==> src/rtl/ibuf_multi_if.sv <==
// ibuf_multi_if: fetch push lanes and decode pop lanes of the multi-lane instruction buffer
interface ibuf_multi_if #(
    parameter int PUSH_W = 2,
    parameter int POP_W  = 2
);
    localparam int PRW = $clog2(POP_W + 1);
    logic [PUSH_W-1:0]    push_valid;
    logic [32*PUSH_W-1:0] push_instr;
    logic [32*PUSH_W-1:0] push_pc;
    logic [PUSH_W-1:0]    push_addr_err;
    logic                 push_ready;
    logic [PRW-1:0]       pop_req;
    logic [PRW-1:0]       pop_avail;
    logic [POP_W-1:0]     pop_valid;
    logic [32*POP_W-1:0]  pop_instr;
    logic [32*POP_W-1:0]  pop_pc;
    logic [POP_W-1:0]     pop_addr_err;
    modport master (
        output push_valid, push_instr, push_pc, push_addr_err, pop_req,
        input  push_ready, pop_avail, pop_valid, pop_instr, pop_pc, pop_addr_err
    );
    modport slave (
        input  push_valid, push_instr, push_pc, push_addr_err, pop_req,
        output push_ready, pop_avail, pop_valid, pop_instr, pop_pc, pop_addr_err
    );
endinterface

==> src/rtl/ibuf_multi.sv <==
// ibuf_multi: multi-lane fetch-to-decode instruction buffer; define IBUF_BYPASS_EN for empty-buffer bypass
module ibuf_multi #(
    parameter int DEPTH  = 8,
    parameter int PUSH_W = 2,
    parameter int POP_W  = 2
) (
    input  logic                       clk,
    input  logic                       rst,
    input  logic                       flush,
    ibuf_multi_if.slave                bus,
    output logic [$clog2(DEPTH+1)-1:0] count
);
    localparam int AW  = $clog2(DEPTH);
    localparam int CW  = $clog2(DEPTH + 1);
    localparam int PRW = $clog2(POP_W + 1);
    localparam int MW  = PUSH_W > POP_W ? PUSH_W : POP_W;
    typedef struct packed {
        logic [31:0] instr;
        logic [31:0] pc;
        logic        err;
    } entry_t;
    entry_t        mem_q [DEPTH];
    entry_t        mem_d [DEPTH];
    entry_t        lane_in [MW];
    entry_t        lane_out;
    logic [AW-1:0] wptr_q, wptr_d, rptr_q, rptr_d;
    logic [CW-1:0] count_q, count_d;
    logic          run, byp;
    int            nlead, npush, npop, avail;
`ifdef IBUF_BYPASS_EN
    assign byp = count_q == '0 && !flush;
`else
    assign byp = 1'b0;
`endif
    assign count          = count_q;
    assign bus.push_ready = count_q <= CW'(DEPTH - PUSH_W);
    assign bus.pop_avail  = PRW'(avail);
    // lanes after the first clear valid bit are dropped
    always_comb begin
        run   = 1'b1;
        nlead = 0;
        for (int i = 0; i < MW; i++) lane_in[i] = entry_t'(0);
        for (int i = 0; i < PUSH_W; i++) begin
            run        = run & bus.push_valid[i];
            nlead      = nlead + (run ? 1 : 0);
            lane_in[i] = {bus.push_instr[32*i +: 32], bus.push_pc[32*i +: 32], bus.push_addr_err[i]};
        end
        npush = bus.push_ready ? nlead : 0;
        avail = byp ? npush : int'(count_q);
        avail = avail < POP_W ? avail : POP_W;
        npop  = int'(bus.pop_req) < avail ? int'(bus.pop_req) : avail;
    end
    always_comb begin
        bus.pop_valid    = '0;
        bus.pop_instr    = '0;
        bus.pop_pc       = '0;
        bus.pop_addr_err = '0;
        lane_out         = entry_t'(0);
        for (int i = 0; i < POP_W; i++) begin
            lane_out                 = i >= avail ? entry_t'(0) : byp ? lane_in[i] : mem_q[rptr_q + AW'(i)];
            bus.pop_valid[i]         = i < avail;
            bus.pop_instr[32*i +: 32] = lane_out.instr;
            bus.pop_pc[32*i +: 32]    = lane_out.pc;
            bus.pop_addr_err[i]       = lane_out.err;
        end
    end
    // bypassed lanes consumed this cycle are never stored; rptr skips over their slots
    always_comb begin
        mem_d = mem_q;
        for (int i = 0; i < PUSH_W; i++)
            if (i < npush && !(byp && i < npop)) mem_d[wptr_q + AW'(i)] = lane_in[i];
        wptr_d  = flush ? '0 : wptr_q + AW'(npush);
        rptr_d  = flush ? '0 : rptr_q + AW'(npop);
        count_d = flush ? '0 : count_q + CW'(npush) - CW'(npop);
    end
    always_ff @(posedge clk) begin
        wptr_q  <= rst ? '0 : wptr_d;
        rptr_q  <= rst ? '0 : rptr_d;
        count_q <= rst ? '0 : count_d;
        mem_q   <= mem_d;
    end
endmodule
==> src/flat_wrapper.sv <==
// flat-port wrapper written by rule: the top's interface ports become plain ports
module ibuf_multi_flat 
#(
    parameter int DEPTH  = 8,
    parameter int PUSH_W = 2,
    parameter int POP_W  = 2
)
  (clk, rst, flush, count, bus_push_valid, bus_push_instr, bus_push_pc, bus_push_addr_err, bus_pop_req, bus_push_ready, bus_pop_avail, bus_pop_valid, bus_pop_instr, bus_pop_pc, bus_pop_addr_err);
  ibuf_multi_if #(.PUSH_W(PUSH_W), .POP_W(POP_W)) bus_i ();
  input  logic clk;
  input  logic rst;
  input  logic flush;
  output logic [$clog2(DEPTH+1)-1:0] count;
  input wire logic [$bits(bus_i.push_valid)-1:0] bus_push_valid;
  input wire logic [$bits(bus_i.push_instr)-1:0] bus_push_instr;
  input wire logic [$bits(bus_i.push_pc)-1:0] bus_push_pc;
  input wire logic [$bits(bus_i.push_addr_err)-1:0] bus_push_addr_err;
  input wire logic [$bits(bus_i.pop_req)-1:0] bus_pop_req;
  output wire logic [$bits(bus_i.push_ready)-1:0] bus_push_ready;
  output wire logic [$bits(bus_i.pop_avail)-1:0] bus_pop_avail;
  output wire logic [$bits(bus_i.pop_valid)-1:0] bus_pop_valid;
  output wire logic [$bits(bus_i.pop_instr)-1:0] bus_pop_instr;
  output wire logic [$bits(bus_i.pop_pc)-1:0] bus_pop_pc;
  output wire logic [$bits(bus_i.pop_addr_err)-1:0] bus_pop_addr_err;
  assign bus_i.push_valid = bus_push_valid;
  assign bus_i.push_instr = bus_push_instr;
  assign bus_i.push_pc = bus_push_pc;
  assign bus_i.push_addr_err = bus_push_addr_err;
  assign bus_i.pop_req = bus_pop_req;
  assign bus_push_ready = bus_i.push_ready;
  assign bus_pop_avail = bus_i.pop_avail;
  assign bus_pop_valid = bus_i.pop_valid;
  assign bus_pop_instr = bus_i.pop_instr;
  assign bus_pop_pc = bus_i.pop_pc;
  assign bus_pop_addr_err = bus_i.pop_addr_err;
  ibuf_multi #(.DEPTH(DEPTH), .PUSH_W(PUSH_W), .POP_W(POP_W)) u_core (.clk(clk), .rst(rst), .flush(flush), .bus(bus_i), .count(count));
endmodule
==> config.mk <==
export PLATFORM = sky130hd
export DESIGN_NAME = ibuf_multi_flat
export DESIGN_NICKNAME = d
export VERILOG_FILES = /design/src/rtl/ibuf_multi_if.sv /design/src/rtl/ibuf_multi.sv /design/src/flat_wrapper.sv
export SDC_FILE = /design/constraint.sdc
export NUM_CORES = 2
export LEC_CHECK = 0
export ABC_AREA = 0
export CORE_MARGIN = 3
export CORE_UTILIZATION = 51
export DETAILED_ROUTE_END_ITERATION = 8
export PLACE_DENSITY = 0.86
export SYNTH_ARGS = -nofsm -noshare
export SYNTH_HDL_FRONTEND = slang
export SYNTH_SLANG_ARGS = --single-unit
export TNS_END_PERCENT = 1
==> constraint.sdc <==
create_clock -name clk -period 3.1 [get_ports clk]
set_input_delay 0.31 -clock clk [delete_from_list [all_inputs] [get_ports clk]]
set_output_delay 0.31 -clock clk [all_outputs]
set_load 0.005 [all_outputs]
==> results.py <==
metrics = {
    "min_path": {
        "whs_endpoint": "u_core.count[0]$_SDFF_PP0_",
        "worst_min_delay_path_category": "in -> reg",
        "hold_path_stages": 3,
        "worstHoldStart": "rst",
    },
    "synthesis": {
        "postSynth.topFlopCell": "sky130_fd_sc_hd__dfxtp_1",
        "synth-async-reset-ratio": 0,
        "yosys_warnings": 0,
        "syn-instance-count": 3257,
        "mappedNetlistArea_mm2": 0.0336,
        "synth_area_leader_cell": "sky130_fd_sc_hd__dfxtp_1",
        "yosys_register_bits": 530,
        "count_of_flip_flops_with_a_built_in_enable_after_synthesis": 0,
        "seq_area_frac_synth": 0.316,
        "synthesis.nets": 3410,
        "synth.avg_cell_area_um2": 10.3,
        "fraction_of_synthesized_cell_area_taken_by_the_top_area_cell_type": 0.316,
        "ys_top_cells_by_area": "sky130_fd_sc_hd__dfxtp_1 (32%), sky130_fd_sc_hd__mux4_2 (17%), sky130_fd_sc_hd__mux2_2 (17%)",
        "yosysUniqueCellTypes": 41,
    },
    "power_and_ir_drop": {
        "seq_power_share": 0.298,
        "max-vdd-ir-drop_v": 0.000679,
        "power.share.combinational": 0.509,
        "power_leakage_nw": 15.8,
        "share_of_total_power_in_the_clock_network": 0.193,
        "netSwitchingFraction": 0.362,
        "netSwitchingPower_w": 0.0128,
        "internal-power_w": 0.0225,
        "powerDensity_mw_per_mm2": 892,
    },
    "clocking": {
        "cts_buffer_depth": 3,
        "cts_max_level": 2,
        "tritoncts": "built",
        "cts-root-buf": "sky130_fd_sc_hd__clkbuf_16",
        "numClockSinks": 530,
        "tritoncts.num_buffers": 58,
        "clk_pin_slew_worst_paths_ps": 60,
        "clk-insertion-delay-late_ps": 640,
    },
    "drt": {
        "wire_per_inst_um": 28.6,
        "detailedRoute.firstIterationViolations": 4643,
        "drt_drc_violations_left": 0,
        "postRouteAntennaNets": 0,
        "wl_um": 122000,
        "avgViaCountPerCell": 7.10,
        "dr_total_vias": 30300,
        "drt_pass1_iterations": 8,
    },
    "layout": {
        "total_number_of_nets_in_the_final_design": 3519,
        "areaGrowthSynthToFinish_pct": 17.9,
        "layout_common_cells": "sky130_fd_sc_hd__nor2_1 (589), sky130_fd_sc_hd__dfxtp_1 (525), sky130_fd_sc_hd__a22o_1 (517)",
        "layout-drive-gt1-share": 0.312,
        "layout.cells.most_common": "sky130_fd_sc_hd__nor2_1",
        "finalNonFillerCells": 4265,
    },
    "die": {
        "die_area_mm2": 0.0690,
        "chipHeight_um": 263,
        "chipWidth_um": 263,
        "num_io_pins": 276,
        "num_rows": 93,
        "core_area_mm2": 0.0648,
        "initial_core_util": 0.518,
    },
    "setup_path": {
        "critical_path_arrival_ps": 2840,
        "crit_chain": "buf_16 > buf_16 > mux4_2 > mux2i_2 > nor2_1 > clkdlybuf4s50_1",
        "worstReg2RegEnd": "u_core.count[3]$_SDFF_PP0_",
        "critPathKind": "reg -> out",
        "critical_path_required_ps": 2790,
        "timing.critical_path.slowest_stage_cell": "sky130_fd_sc_hd__mux4_2",
        "worst-path-buf-inv": 3,
        "end_kind": "output port",
        "max_stage_delay_ps": 540,
        "ff2ff_path_depth": 12,
        "cp_delay_by_family_top": "buffers and inverters",
        "reg2reg_setup_slack_ps": 140,
        "cp-start-kind": "register",
        "worst_path_most_repeated_cell": "sky130_fd_sc_hd__buf_16",
        "maximum_fanout_along_the_worst_path": 20,
        "critical_path.reg2reg.startpoint": "u_core.count[3]$_SDFF_PP0_",
    },
    "placed_design": {
        "dp_hpwl_um": 64600,
        "placedCellCount": 4130,
        "portBuffers": 275,
        "gpl.final_weighted_congestion": 0.832,
    },
    "global_routing": {
        "pin_count_of_the_biggest_net_entering_global_routing": 235,
        "grt_overflow_total": 0,
        "antenna_violations_before_repair": 6,
        "grtUsageTotal": 0.331,
        "global_route_wire_length_before_repair_um": 180000,
        "first_global_vias": 30300,
    },
    "timing": {
        "max_slew_margin": 0.0408,
        "final.hold.worst_slack_ps": 396,
        "total_negative_slack_for_setup_checks_ps": -94.0,
        "worst_pin_slew_ps": 1440,
        "fmax_ghz": 0.318,
        "hold_viol_final": 0,
        "final_min_period_over_clock_period": 1.02,
        "postLayoutSetupSlackWorst_ps": -47.4,
        "final.setup_skew_ps": 27.2,
        "final-setup-viol-count": 3,
        "fin_crit_ps": 3150,
        "grt_setup_unrepaired": "yes",
        "timing_max_transition_violations_final": 0,
    },
    "outcome": {
        "run_status": "finished, violations left",
        "violations": "negative setup slack",
    },
    "flow_run": {
        "cap_viol_max_count": 0,
    },
}
==> registers in the layout (all words and copies together), names as in the netlist <==
register and count:
u_core.rptr_q 3, u_core.count 4, u_core.mem_q 520, u_core.wptr_q 3
==> per-stage QoR <==
step / setup slack, ps / power, W / utilization / cell area, µm²
after global routing: -115 / 0.0367 / 0.611 / 39600
final: -47.4 / 0.0353 / 0.611 / 39600
after CTS: -172 / 0.0343 / 0.606 / 39300
after global placement: 90.8 / 0.0267 / 0.573 / 37100
after detailed placement: 55.0 / 0.0272 / 0.573 / 37100
after floorplan: 131 / 0.0207 / - / 33600
==> power by group through the flow <==
stage	clock network, W	logic, W	registers (W)
CTS	0.00682	0.0171	0.0104
floorplan	0	0.0108	0.00991
detailed placement	0	0.0167	0.0105
finish	0.00682	0.0180	0.0105
global placement	0	0.0163	0.0103
global route	0.00707	0.0189	0.0107
==> synth_stat cells (10+ instances only) <==
library cell,count
sky130_fd_sc_hd__buf_2,153
sky130_fd_sc_hd__a22o_1,517
sky130_fd_sc_hd__buf_4,30
sky130_fd_sc_hd__a21oi_1,70
sky130_fd_sc_hd__mux2i_1,65
sky130_fd_sc_hd__nand3_1,10
sky130_fd_sc_hd__dfxtp_1,530
sky130_fd_sc_hd__ha_1,12
sky130_fd_sc_hd__mux4_2,260
sky130_fd_sc_hd__nand2_1,199
sky130_fd_sc_hd__nor2_1,594
sky130_fd_sc_hd__mux2_2,511
sky130_fd_sc_hd__inv_1,21
sky130_fd_sc_hd__clkbuf_1,144
sky130_fd_sc_hd__nand2b_1,68
==> worst max-delay path by stage <==
stage	start	to	slack, ps	cells after the start
6_report	u_core.rptr_q[0]$_SDFF_PP0_	bus_pop_pc[3]	-50	6
3_5_place_dp	u_core.count[3]$_SDFF_PP0_	u_core.count[3]$_SDFF_PP0_	50	13
3_3_place_gp	u_core.count[3]$_SDFF_PP0_	u_core.count[3]$_SDFF_PP0_	90	13
2_1_floorplan	u_core.count[3]$_SDFF_PP0_	u_core.count[3]$_SDFF_PP0_	130	15
5_1_grt	u_core.rptr_q[0]$_SDFF_PP0_	bus_pop_pc[3]	-110	6
4_1_cts	u_core.rptr_q[0]$_SDFF_PP0_	bus_pop_instr[42]	-170	7
==> area by class of cell <==
class	count	area, µm²
inverter	21	78.8
clock inverter	14	130
multi-input combinational	2364	21600
clock buffer	85	1660
antenna	5	12.5
timing repair buffer	391	4410
sequential	530	10600
fill	5037	25200
tap	855	1070
==> worst register-to-register path: stages (launching register included) <==
cell and delay (ps):
sky130_fd_sc_hd__dfxtp_2 350, sky130_fd_sc_hd__inv_2 70, sky130_fd_sc_hd__ha_2 210, sky130_fd_sc_hd__a21boi_0 240, sky130_fd_sc_hd__o21ai_0 210, sky130_fd_sc_hd__a21oi_1 200
sky130_fd_sc_hd__o2bb2ai_1 230, sky130_fd_sc_hd__fa_1 500, sky130_fd_sc_hd__ha_1 310, sky130_fd_sc_hd__a21o_1 170, sky130_fd_sc_hd__a21oi_1 170, sky130_fd_sc_hd__xnor2_1 130
sky130_fd_sc_hd__nor2_1 50
==> routing by layer <==
metal	up-vias	wire length, µm	part of all wire	track usage
met3	594	16500	0.13	0.0842
met4	4	6930	0.057	0.179
li1	12400	-	-	-
met2	2610	56000	0.46	0.530
met5	-	21	0.00017	0
met1	14700	42700	0.35	0.411
==> cell families (layout without fill, tap and decap cells) <==
| group | count (synthesis) | after routing | synth area share |
|---|---|---|---|
| buf+inv | 363 | 511 | 0.0507 |
| flops | 530 | 530 | 0.316 |
| mux | 845 | 845 | 0.368 |
| xor+xnor | 8 | 8 | 0.00209 |
| other cells | 0 | 5 | 0 |
| fa+ha+maj | 16 | 16 | 0.00685 |
| compound gates | 596 | 596 | 0.147 |
| simple gates | 899 | 899 | 0.109 |
==> what timing repair did <==
action	4_1_cts	5_1_grt
gates resized for setup	123	131
setup endpoints to repair	127	93
pin swaps	1	5
cloned	9	6
hold buffers	0	0
setup buffers	9	7
hold endpoints to repair	0	0
(Power assumes the default switching activity.)
